`src/rtl/counter_seq_pkg.sv`:
```
// Shared definitions for the counter sequencing controller.
//   - command opcodes carried on cmd_op
//   - controller state enum (also exported on the debug port)
//   - decode record produced each cycle by the controller
package counter_seq_pkg;

  localparam logic [1:0] OP_START  = 2'd0;
  localparam logic [1:0] OP_STOP   = 2'd1;
  localparam logic [1:0] OP_PAUSE  = 2'd2;
  localparam logic [1:0] OP_RESUME = 2'd3;

  typedef enum logic [1:0] {
    ST_IDLE   = 2'd0,
    ST_RUN    = 2'd1,
    ST_PAUSED = 2'd2
  } state_t;

  // One cycle's worth of controller decisions, derived from the current
  // state, the accepted command (if any) and the datapath terminal flag.
  typedef struct packed {
    state_t nxt_state;
    logic   load_cfg;   // capture cmd_limit / cmd_reload
    logic   dp_clear;   // count <= 0 because of STOP / START
    logic   dp_zero;    // count <= 0 because of an auto-reload wrap
    logic   dp_enable;  // count <= count + 1
    logic   set_done;
    logic   set_err;
  } ctrl_dec_t;

endpackage

```
`src/rtl/counter_seq_ctrl_if.sv`:
```
// Command channel between a control/CSR agent (master) and the counter
// sequencing controller (slave).
//
// Handshake: a command transfers on a rising clk edge where cmd_valid and
// cmd_ready are both high. cmd_op, cmd_limit and cmd_reload are only looked
// at in that transfer cycle. The slave drops cmd_ready for exactly one cycle
// after each transfer, then raises it again; the master may hold cmd_valid
// high across that gap.
//
// Signals:
//   cmd_valid  master -> slave  command present
//   cmd_ready  slave  -> master command can be taken this cycle
//   cmd_op     master -> slave  0=START 1=STOP 2=PAUSE 3=RESUME
//   cmd_limit  master -> slave  terminal count (START only)
//   cmd_reload master -> slave  1=auto-reload, 0=one-shot (START only)
interface counter_seq_ctrl_if #(
  parameter int WIDTH = 4
);
  logic             cmd_valid;
  logic             cmd_ready;
  logic [1:0]       cmd_op;
  logic [WIDTH-1:0] cmd_limit;
  logic             cmd_reload;

  modport master (
    output cmd_valid,
    output cmd_op,
    output cmd_limit,
    output cmd_reload,
    input  cmd_ready
  );

  modport slave (
    input  cmd_valid,
    input  cmd_op,
    input  cmd_limit,
    input  cmd_reload,
    output cmd_ready
  );
endinterface

```
`src/rtl/counter_datapath.sv`:
```
// WIDTH-bit up-counter used by the sequencing controller.
//
// Ports:
//   clk        clock, posedge
//   reset      synchronous, active-high; count <= 0
//   clear      count <= 0 (restart / stop)
//   load_zero  count <= 0 (auto-reload wrap)
//   enable     count <= count + 1 (modulo 2^WIDTH)
//   limit      terminal value to compare against
//   count      registered count
//   at_limit   count == limit
module counter_datapath #(
  parameter int WIDTH = 4
) (
  input  logic             clk,
  input  logic             reset,
  input  logic             clear,
  input  logic             load_zero,
  input  logic             enable,
  input  logic [WIDTH-1:0] limit,
  output logic [WIDTH-1:0] count,
  output logic             at_limit
);

  always_ff @(posedge clk) begin
    if (reset || clear || load_zero) begin
      count <= '0;
    end else if (enable) begin
      count <= count + WIDTH'(1);
    end
  end

  assign at_limit = (count == limit);

endmodule

```
`src/rtl/counter_seq_ctrl.sv`:
```
// Command-driven timer controller. Accepts START/STOP/PAUSE/RESUME over a
// valid/ready channel and sequences a WIDTH-bit counter from 0 up to a
// programmed limit, either once (one-shot) or repeatedly (auto-reload),
// pulsing done at every terminal count.
//
// Ports:
//   clk        clock, posedge
//   reset      synchronous, active-high
//   cmd        command channel (slave side), see counter_seq_ctrl_if
//   count      current count (registered)
//   busy       high in RUN or PAUSED
//   paused     high in PAUSED
//   done       one-cycle pulse at terminal count
//   cmd_err    one-cycle pulse when an accepted command is illegal (ignored)
//   state_dbg  current controller state
module counter_seq_ctrl
  import counter_seq_pkg::*;
#(
  parameter int WIDTH = 4
) (
  input  logic               clk,
  input  logic               reset,
  counter_seq_ctrl_if.slave  cmd,
  output logic [WIDTH-1:0]   count,
  output logic               busy,
  output logic               paused,
  output logic               done,
  output logic               cmd_err,
  output state_t             state_dbg
);

  state_t           state;
  logic [WIDTH-1:0] limit_q;
  logic             reload_q;
  logic             ready_q;
  logic             at_limit;
  logic             accept;
  ctrl_dec_t        dec;

  assign accept        = cmd.cmd_valid && ready_q;
  assign cmd.cmd_ready = ready_q;
  assign state_dbg     = state;

  counter_datapath #(.WIDTH(WIDTH)) u_dp (
    .clk       (clk),
    .reset     (reset),
    .clear     (dec.dp_clear),
    .load_zero (dec.dp_zero),
    .enable    (dec.dp_enable),
    .limit     (limit_q),
    .count     (count),
    .at_limit  (at_limit)
  );

  // Next-state / datapath decode. STOP and START win over everything,
  // including a terminal count in the same cycle.
  always_comb begin
    dec           = '0;
    dec.nxt_state = state;

    case (state)
      ST_IDLE: begin
        if (accept) begin
          case (cmd.cmd_op)
            OP_START: begin
              dec.load_cfg  = 1'b1;
              dec.dp_clear  = 1'b1;
              dec.nxt_state = ST_RUN;
            end
            OP_STOP:  dec.dp_clear = 1'b1;
            default:  dec.set_err  = 1'b1;
          endcase
        end
      end

      ST_RUN: begin
        if (accept && cmd.cmd_op == OP_STOP) begin
          dec.dp_clear  = 1'b1;
          dec.nxt_state = ST_IDLE;
        end else if (accept && cmd.cmd_op == OP_START) begin
          dec.load_cfg  = 1'b1;
          dec.dp_clear  = 1'b1;
          dec.nxt_state = ST_RUN;
        end else begin
          // No command, PAUSE, or (illegal) RESUME: the terminal count is
          // processed normally; RESUME only adds the error pulse.
          dec.set_err = accept && (cmd.cmd_op == OP_RESUME);
          if (at_limit) begin
            dec.set_done = 1'b1;
            if (reload_q) begin
              dec.dp_zero = 1'b1;
              if (accept && cmd.cmd_op == OP_PAUSE) begin
                dec.nxt_state = ST_PAUSED;
              end
            end else begin
              // One-shot: count holds at the limit and the run ends,
              // whether or not a PAUSE arrived with it.
              dec.nxt_state = ST_IDLE;
            end
          end else if (accept && cmd.cmd_op == OP_PAUSE) begin
            dec.nxt_state = ST_PAUSED;
          end else begin
            dec.dp_enable = 1'b1;
          end
        end
      end

      ST_PAUSED: begin
        if (accept) begin
          case (cmd.cmd_op)
            OP_START: begin
              dec.load_cfg  = 1'b1;
              dec.dp_clear  = 1'b1;
              dec.nxt_state = ST_RUN;
            end
            OP_STOP: begin
              dec.dp_clear  = 1'b1;
              dec.nxt_state = ST_IDLE;
            end
            // Count holds on the resume edge; increments start next edge.
            OP_RESUME: dec.nxt_state = ST_RUN;
            default:   dec.set_err   = 1'b1;
          endcase
        end
      end

      default: begin
        dec.dp_clear  = 1'b1;
        dec.nxt_state = ST_IDLE;
      end
    endcase
  end

  always_ff @(posedge clk) begin
    if (reset) begin
      state    <= ST_IDLE;
      limit_q  <= '0;
      reload_q <= 1'b0;
      ready_q  <= 1'b1;
      done     <= 1'b0;
      cmd_err  <= 1'b0;
      busy     <= 1'b0;
      paused   <= 1'b0;
    end else begin
      state   <= dec.nxt_state;
      ready_q <= !accept;
      done    <= dec.set_done;
      cmd_err <= dec.set_err;
      busy    <= (dec.nxt_state != ST_IDLE);
      paused  <= (dec.nxt_state == ST_PAUSED);
      if (dec.load_cfg) begin
        limit_q  <= cmd.cmd_limit;
        reload_q <= cmd.cmd_reload;
      end
    end
  end

endmodule

```
`src/flat_wrapper.sv`:
```
// flat-port wrapper written by rule: the top's interface ports become plain ports
module counter_seq_ctrl_flat import counter_seq_pkg::*;
#(
  parameter int WIDTH = 4
)
  (clk, reset, count, busy, paused, done, cmd_err, state_dbg, cmd_cmd_valid, cmd_cmd_op, cmd_cmd_limit, cmd_cmd_reload, cmd_cmd_ready);
  counter_seq_ctrl_if #(.WIDTH(WIDTH)) cmd_i ();
  input  logic clk;
  input  logic reset;
  output logic [WIDTH-1:0] count;
  output logic busy;
  output logic paused;
  output logic done;
  output logic cmd_err;
  output state_t state_dbg;
  input wire logic [$bits(cmd_i.cmd_valid)-1:0] cmd_cmd_valid;
  input wire logic [$bits(cmd_i.cmd_op)-1:0] cmd_cmd_op;
  input wire logic [$bits(cmd_i.cmd_limit)-1:0] cmd_cmd_limit;
  input wire logic [$bits(cmd_i.cmd_reload)-1:0] cmd_cmd_reload;
  output wire logic [$bits(cmd_i.cmd_ready)-1:0] cmd_cmd_ready;
  assign cmd_i.cmd_valid = cmd_cmd_valid;
  assign cmd_i.cmd_op = cmd_cmd_op;
  assign cmd_i.cmd_limit = cmd_cmd_limit;
  assign cmd_i.cmd_reload = cmd_cmd_reload;
  assign cmd_cmd_ready = cmd_i.cmd_ready;
  counter_seq_ctrl #(.WIDTH(WIDTH)) u_core (.clk(clk), .reset(reset), .cmd(cmd_i), .count(count), .busy(busy), .paused(paused), .done(done), .cmd_err(cmd_err), .state_dbg(state_dbg));
endmodule
```
`config.mk`:
```
export PLATFORM = sky130hd
export DESIGN_NAME = counter_seq_ctrl_flat
export DESIGN_NICKNAME = d
export VERILOG_FILES = /design/src/rtl/counter_seq_pkg.sv /design/src/rtl/counter_seq_ctrl_if.sv /design/src/rtl/counter_datapath.sv /design/src/rtl/counter_seq_ctrl.sv /design/src/flat_wrapper.sv
export SDC_FILE = /design/constraint.sdc
export NUM_CORES = 1
export LEC_CHECK = 0
export ABC_AREA = 0
export CAP_MARGIN = 20
export CELL_PAD_IN_SITES_DETAIL_PLACEMENT = 1
export CELL_PAD_IN_SITES_GLOBAL_PLACEMENT = 2
export CORE_ASPECT_RATIO = 0.6
export CORE_UTILIZATION = 28
export DETAILED_ROUTE_END_ITERATION = 10
export PLACE_DENSITY = 0.82
export SETUP_SLACK_MARGIN = 0.4
export SYNTH_ARGS = -nofsm -noshare
export SYNTH_HDL_FRONTEND = slang
export SYNTH_SLANG_ARGS = --single-unit
```
`constraint.sdc`:
```
create_clock -name clk -period 2.1 [get_ports clk]
set_clock_uncertainty 0.2 [all_clocks]
set_input_delay 0.42 -clock clk [delete_from_list [all_inputs] [get_ports clk]]
set_output_delay 0.42 -clock clk [all_outputs]
set_load 0.01 [all_outputs]
```
==> results by group, run 1 <==
Logic synthesis
  • Mapped cell area: 819.5 µm²
  • Cells after synthesis: 90
  • Post-synth ARST share: 0%
  • Synthesized area per cell: ~9.1 µm²
  • Ys flop type: dfxtp_1
  • Number of synthesized register bits: 16
  • Area leader, netlist: dfxtp_1
  • Syn nets: 105
  • Yosys top cell area share: 39.08%
  • Warnings, synthesis: 0
  • Distinct cells, synth: 31
  • Synth top area cells: dfxtp_1, ha_1, mux2i_1
  • Sequential-to-total area share from yosys stat: roughly 40%
  • EDFF count, synth: 0

Timing
  • Slew headroom: about two thirds
  • Slew @ Worst Pin: between 0.5 and 0.6 ns
  • Final period utilization: a little over four fifths
  • FMAX: 571.8 MHz
  • RSZ-0062 raised after global routing: yes
  • Final hold slack: between 0.3 and 0.4 ns
  • Final setup vio count: 0
  • Final hold vios: 0
  • Final slew viol count: 0
  • Final min period: around 1.7 ns

Clocking
  • CTS tree: yes
  • Clk slew on worst S/H paths: around 0.07 ns
  • Clock Sinks: 16
  • Clk buf depth: 2
  • Root buffer cell: clkbuf_8
  • Cts hold-fix bufs: 0
  • Cts bufs inserted: 3
  • H-tree levels: 1
  • Skew-Pair Late Insertion Delay: ~0.25 ns

GRT
  • Largest net degree at the start of global routing: 11
  • Most Crowded Layer GR: met2
  • GRT met3 Usage: between 6 and 7%
  • GR Util met2: between 30 and 40%
  • Number of global-route vias before repair: around 860
  • Met1 Use GR: a little over a quarter
  • Initial antenna violation count: 0
  • GRT Total Usage: 19.16%
  • Grt ovf: 0
  • First-pass GRT wire length: between 4000 and 5000 µm

Floorplan
  • Core area: about 2600 µm²
  • Chip Height: between 40 and 50 µm
  • Num ports: 21
  • Die area: 3154 µm²
  • Die width: ~72 µm
  • Initial core utilization: 30.98%
  • Rows: 14

Routing
  • Vias: just under 900
  • Post-DRT Antenna Nets: 0
  • Post-route DRC: 0
  • WL per Instance: 16.85 µm
  • Via density per instance: approximately 5.0
  • Routed wire length: approximately 2900 µm
  • DR pass1 iterations: 4
  • Iter 0 DRT Violations: 29

Critical path
  • Worst-path fanout max: 4
  • CP delay by family, top: simple AND/OR/NAND/NOR gates
  • Top cell by count, worst path: buf_6
  • Critical path data required time: between 2 and 2.5 ns
  • WS Path Type: in2reg
  • WP buf/inv: 2
  • Crit path DAT: ~1.7 ns
  • Critical Path End Type: flop
  • Cell Chain, Critical Path: buf_6 > buf_6 > ha_4 > o311ai_4 > nand3_2 > or3_4 > a21oi_2
  • Max stage delay on crit path: 0.34 ns
  • Critical-path top delay cell: or3_4
  • Startpoint class of the critical path: primary input

Cells and area
  • Final Instance Count excl. Fillers: 172
  • Final nets: around 150
  • Share of layout cells above drive strength 1: about two fifths
  • Antenna diode count: 0
  • Area grow syn2layout: 68.09%

Place
  • Placer Congestion: approximately 0.88
  • DP Wirelength: between 1500 and 2000 µm
  • Cell Count Post-Placement: approximately 160
  • Number of port buffers: 20

Power
  • Reg power frac: between 40% and 50%
  • Sw power: ~190 µW
  • Power per Cell Area: 536.7 nW/µm²
  • Static leakage: 0.6100 nW
  • Sw Share: 25.59%
  • Clock power frac: a little under two fifths
  • Comb pwr share: about 20%
  • Total design power: between 700 and 800 µW
  • Worst vdd ir: roughly 0.00028 V
  • Int Power: around 550 µW

Outcome
  • Status: completed

Hold path
  • Min-Delay Path Class: reg2reg

Flow run
  • Max Cap Viol: 0
[power groups by stage]
stage / registers (mW) / logic (mW) / clock network (mW)
floorplan: 0.323 / 0.0554 / 0
global placement: 0.323 / 0.105 / 0
detailed placement: 0.323 / 0.109 / 0
CTS: 0.317 / 0.128 / 0.279
global route: 0.317 / 0.154 / 0.295
finish: 0.316 / 0.145 / 0.279
[stage by stage]
stage               util (%)  instance area (µm²)  setup slack, ns  TNS (ns)
CTS                    49.20                 1301           0.4023         0
global route           52.08                 1378           0.3440         0
global placement       43.76                 1157          -0.2462    -1.425
detailed placement     43.76                 1157          -0.3423    -2.377
floorplan                  -                854.6           0.3452         0
finish                 52.08                 1378           0.3512         0
[flip-flops by register name, summed over array words and instances, names as in the netlist]
signal,flops
u_core.busy,1
u_core.cmd.cmd_ready,1
u_core.cmd_err,1
u_core.done,1
u_core.limit_q,4
u_core.paused,1
u_core.reload_q,1
u_core.state_dbg,2
u_core.u_dp.count,4
[cell usage after synthesis (3+ instances only)]
cell and count:
nand4_1 3, a21oi_1 6, ha_1 5, inv_1 4
dfxtp_1 16, xnor2_1 4, mux2i_1 5, nor2_1 11
o31ai_1 3, o21ai_0 3
[what timing repair did]
item | in CTS | in global routing
resized for setup | 40 | 12
buffers inserted | 6 | 5
pin swaps | 9 | 9
endpoints found under the hold margin | 0 | 0
endpoints found under the setup margin | 25 | 9
[cell families after synthesis]
logic type	synth area share (%)
mux	6.107
compound gates	17.10
xor+xnor	4.274
fa+ha+maj	7.634
buf+inv	3.663
simple gates	22.14
flops	39.08
[cell type report]
cell class | instances | area [µm²]
clock buffer | 4 | 55.05
fill | 299 | 1267
inverter | 4 | 17.52
multi-input combinational | 68 | 578.1
sequential | 16 | 331.6
tap | 40 | 50.05
timing repair buffer | 40 | 345.3
[worst paths after layout]
check,startpoint,end,slack [ns],cells after the start
max,cmd_cmd_op[1],u_core.u_dp.count[2]$_SDFFE_PP0P_,0.35,7
max reg2reg,u_core.state_dbg[0]$_SDFF_PP0_,u_core.paused$_SDFF_PP0_,0.45,6
min,u_core.u_dp.count[3]$_SDFFE_PP0P_,u_core.u_dp.count[3]$_SDFFE_PP0P_,0.32,2
min reg2reg,u_core.u_dp.count[3]$_SDFFE_PP0P_,u_core.u_dp.count[3]$_SDFFE_PP0P_,0.32,2
[layer usage]
metal  routed length [µm]  vias to the layer above  part of all wire (%)
met5                    0                        -                     0
met3                  121                        4                   4.2
met1                 1449                      429                    50
met4                   25                        0                  0.86
met2                 1302                       17                    45
li1                     -                      416                     -
[worst min-delay path: stages (launching register included)]
cell	delay, ns
dfxtp_2	0.34
o31ai_1	0.07
a21oi_1	0.06
[layout by cell type, fill, tap and decap left out, types with 2 or more instances in the layout]
| cell | n |
|---|---|
| and2_1 | 2 |
| nor2_1 | 9 |
| or4_1 | 2 |
| nor2_2 | 2 |
| a21oi_1 | 5 |
| nand4_1 | 3 |
| ha_1 | 2 |
| inv_1 | 2 |
| buf_6 | 3 |
| mux2i_1 | 5 |
| o31ai_1 | 3 |
| dlygate4sd2_1 | 11 |
| xnor2_1 | 4 |
| buf_4 | 19 |
| dfxtp_1 | 9 |
| o21ai_1 | 2 |
| ha_4 | 3 |
| clkdlybuf4s50_1 | 6 |
| nand2b_1 | 2 |
| dfxtp_2 | 6 |
| clkbuf_8 | 4 |
Note: power is estimated with default switching activity, not from simulation.
==> run 2: changes to the inputs <==
- clock period: 2.1 -> 1.7 ns (I/O delays scaled with it)
==> run 2 against run 1 <==
- the flow now finishes with violations (setup timing)
- cell count grew 13%
- register-to-register slack lost 0.45 ns
- combinational power grew 99%
- utilization grew 16 points
- non-clock buffer count grew 22
- sequential power grew 22%
- die area is the same
- wire length grew 52%
- largest cell class unchanged
- highest routed layer unchanged
==> results by group, run 2 (synthesis results as in run 1) <==
Outcome
  • Status: complete, but fails checks
  • Failing checks: setup timing

Floorplan
  • Rows: 14 (unchanged)
  • Chip Height: 43.91 µm (unchanged)
  • Die area: 3154 µm² (unchanged)
  • Core area: 2645 µm² (unchanged)
  • Num ports: 21 (unchanged)
  • Initial core utilization: 30.98% (unchanged)
  • Die width: 71.85 µm (unchanged)

Hold path
  • Min-Delay Path Class: reg2reg
  • Hold Startpoint: u_core.limit_q[3]$_SDFFE_PP0P_

Timing
  • Slew @ Worst Pin: 0.3477 ns (-0.1756 ns)
  • RSZ-0062 raised after global routing: yes
  • Slew headroom: 76.62% (+12 points)
  • FMAX: approximately 590 MHz
  • Final hold vios: 0 (unchanged)
  • Final period utilization: 100.2%
  • Final min period: roughly 1.7 ns
  • Final setup vio count: 1 (+1)
  • Final slew viol count: 0 (unchanged)
  • Final WS setup: -0.003627 ns (-0.3548 ns)
  • Final hold slack: 0.3832 ns (+0.06797 ns)

GRT
  • First-pass GRT wire length: 5796 µm (+31%)
  • GR Util met2: 44.15% (+13 points)
  • GRT met3 Usage: 6.279% (+0.23 points)
  • Number of global-route vias before repair: 1107 (+29%)
  • Initial antenna violation count: 0 (unchanged)
  • Largest net degree at the start of global routing: 11 (unchanged)
  • Grt ovf: 0 (unchanged)
  • GRT Total Usage: 25.55% (+6.4 points)
  • Met1 Use GR: 31.41% (+5.4 points)
  • Most Crowded Layer GR: met2

Cells and area
  • Antenna diode count: 0 (unchanged)
  • Final nets: 170 (+15%)
  • Area of the multi-input gates: 769.5 µm² (+33%)
  • Most common cell after layout, fill and taps aside: buf_4
  • Area grow syn2layout: 119.4%
  • FF/Latch Area: 346.6 µm² (+4.5%)
  • Share of layout cells above drive strength 1: 72.08% (+33 points)
  • Final Instance Count excl. Fillers: 194 (+13%)
  • Commonest non-fill, non-tap cells in the layout: buf_4, buf_6, nor2_1, dfxtp_1
  • Fillers: 266 (-11%)

Power
  • Sw power: 289.1 µW (+53%)
  • Worst vdd ir: 0.0003980 V (+43%)
  • Comb pwr share: 28.1% (+8.5 points)
  • Sw Share: 28.23% (+2.6 points)
  • Power per Cell Area: 569.5 nW/µm² (+6.1%)
  • Reg power frac: 37.6% (-5.1 points)
  • Int Power: 734.9 µW (+34%)
  • Static leakage: 0.7403 nW (+21%)
  • Clock power frac: 34.2% (-3.5 points)

Flow run
  • Max Cap Viol: 0 (unchanged)

Place
  • Cell Count Post-Placement: 168 (+7.0%)
  • Placer Congestion: 0.8187 (-6.6%)
  • DP Wirelength: 2152 µm (+11%)
  • Number of port buffers: 20 (unchanged)

Critical path
  • Startpoint class of the critical path: flop
  • Max stage delay on crit path: 0.52 ns (+0.18 ns)
  • Worst-path fanout max: 6 (+2)
  • FF-to-FF Start: u_core.u_dp.count[3]$_SDFFE_PP0P_
  • Cell Chain, Critical Path: xnor2_4 > and4_4 > or4_4 > a21oi_1
  • Critical path data required time: 1.68 ns (-0.41 ns)
  • Critical path launch point: u_core.u_dp.count[3]$_SDFFE_PP0P_
  • Crit path DAT: 1.68 ns (-0.06 ns)
  • Critical-path top delay cell: or4_4
  • Critical Path End Type: flop
  • WS Path Type: reg2reg

Clocking
  • Cts hold-fix bufs: 0 (unchanged)
  • Cts bufs inserted: 3 (unchanged)
  • CTS tree: yes
  • H-tree levels: 1 (unchanged)
  • Skew-Pair Late Insertion Delay: 0.26 ns (about the same)
  • Clock Sinks: 16 (unchanged)
  • Clk buf depth: 2 (unchanged)
  • Clk slew on worst S/H paths: 0.07 ns (about the same)
  • Root buffer cell: clkbuf_8

Routing
  • Via density per instance: 5.268 (+4.6%)
  • Vias: 1022 (+18%)
  • Routed wire length: 4404 µm (+52%)
  • Post-DRT Antenna Nets: 0 (unchanged)
  • Iter 0 DRT Violations: 43 (+48%)
  • Post-route DRC: 0 (unchanged)
  • DR pass1 iterations: 4 (unchanged)
  • WL per Instance: 22.70 µm (+35%)
-- run 2: cell count changes in the layout (fill, tap and decap cells not counted), moves of 3 or more --
cell	change
a21oi_1	-3
a21oi_2	+3
buf_2	+6
buf_4	+11
buf_6	+12
buf_8	+3
dfxtp_2	-3
dfxtp_4	+5
dlygate4sd2_1	-11
xnor2_1	-4
xnor2_2	+3
-- run 2: final timing paths --
path	end	slack, ns	cells after the start
worst max-delay path	u_core.u_dp.count[3]$_SDFFE_PP0P_	-0.004	4
worst min-delay path	u_core.limit_q[3]$_SDFFE_PP0P_	0.38	2
worst max register to register	u_core.u_dp.count[3]$_SDFFE_PP0P_	-0.004	4
worst min register to register	u_core.limit_q[3]$_SDFFE_PP0P_	0.38	2
-- run 2: layout make-up --
type	instances	area share (%)
Tap cell	40	2.784
Inverter	4	0.9743
Clock buffer	4	3.062
Multi-Input combinational cell	68	42.80
Sequential cell	16	19.28
Timing Repair Buffer	62	31.11
-- run 2: repair_timing --
action,in CTS,in global routing
pin swaps,25,15
setup endpoints to repair,27,20
setup buffers,15,7
gates resized for setup,106,31
-- run 2: critical path, delay by kind of cell, from the launching register on --
family,cells,cell delay (ns)
flip-flops,1,0.37
AND/OR/NAND/NOR,2,0.74
XOR/XNOR,1,0.15
AO/OA/AOI/OAI,1,0.17
-- run 2: power by group through the flow --
stage	registers, mW	clock network [mW]	logic [mW]
after floorplan	0.400	0	0.0730
after global placement	0.398	0	0.156
after detailed placement	0.398	0	0.163
after CTS	0.387	0.350	0.231
after global routing	0.386	0.359	0.300
final	0.385	0.350	0.288
-- run 2: per-stage QoR --
stage               total power, mW  setup TNS (ns)  worst slack [ns]  cell area [µm²]  util [%]
finish                        1.024       -0.003627         -0.003627             1798     67.98
global route                  1.044        -0.08439          -0.04000             1798     67.98
CTS                          0.9673               0           0.07872             1610     60.88
detailed placement           0.5614          -7.379           -0.5830             1270     48.01
global placement             0.5541          -6.709           -0.5554             1270     48.01
floorplan                    0.4726               0           0.02823            884.6         -
-- run 2: layer usage --
metal,up-vias,wire length [µm]
li1,458,-
met1,535,2084
met2,23,2176
met3,6,104
met4,0,38
met5,-,0
==> run 3: changes to the inputs <==
- CORE_MARGIN: unset -> 1
==> results of run 3 <==
The final DEF is identical to that of run 2; final timing and power are the same.
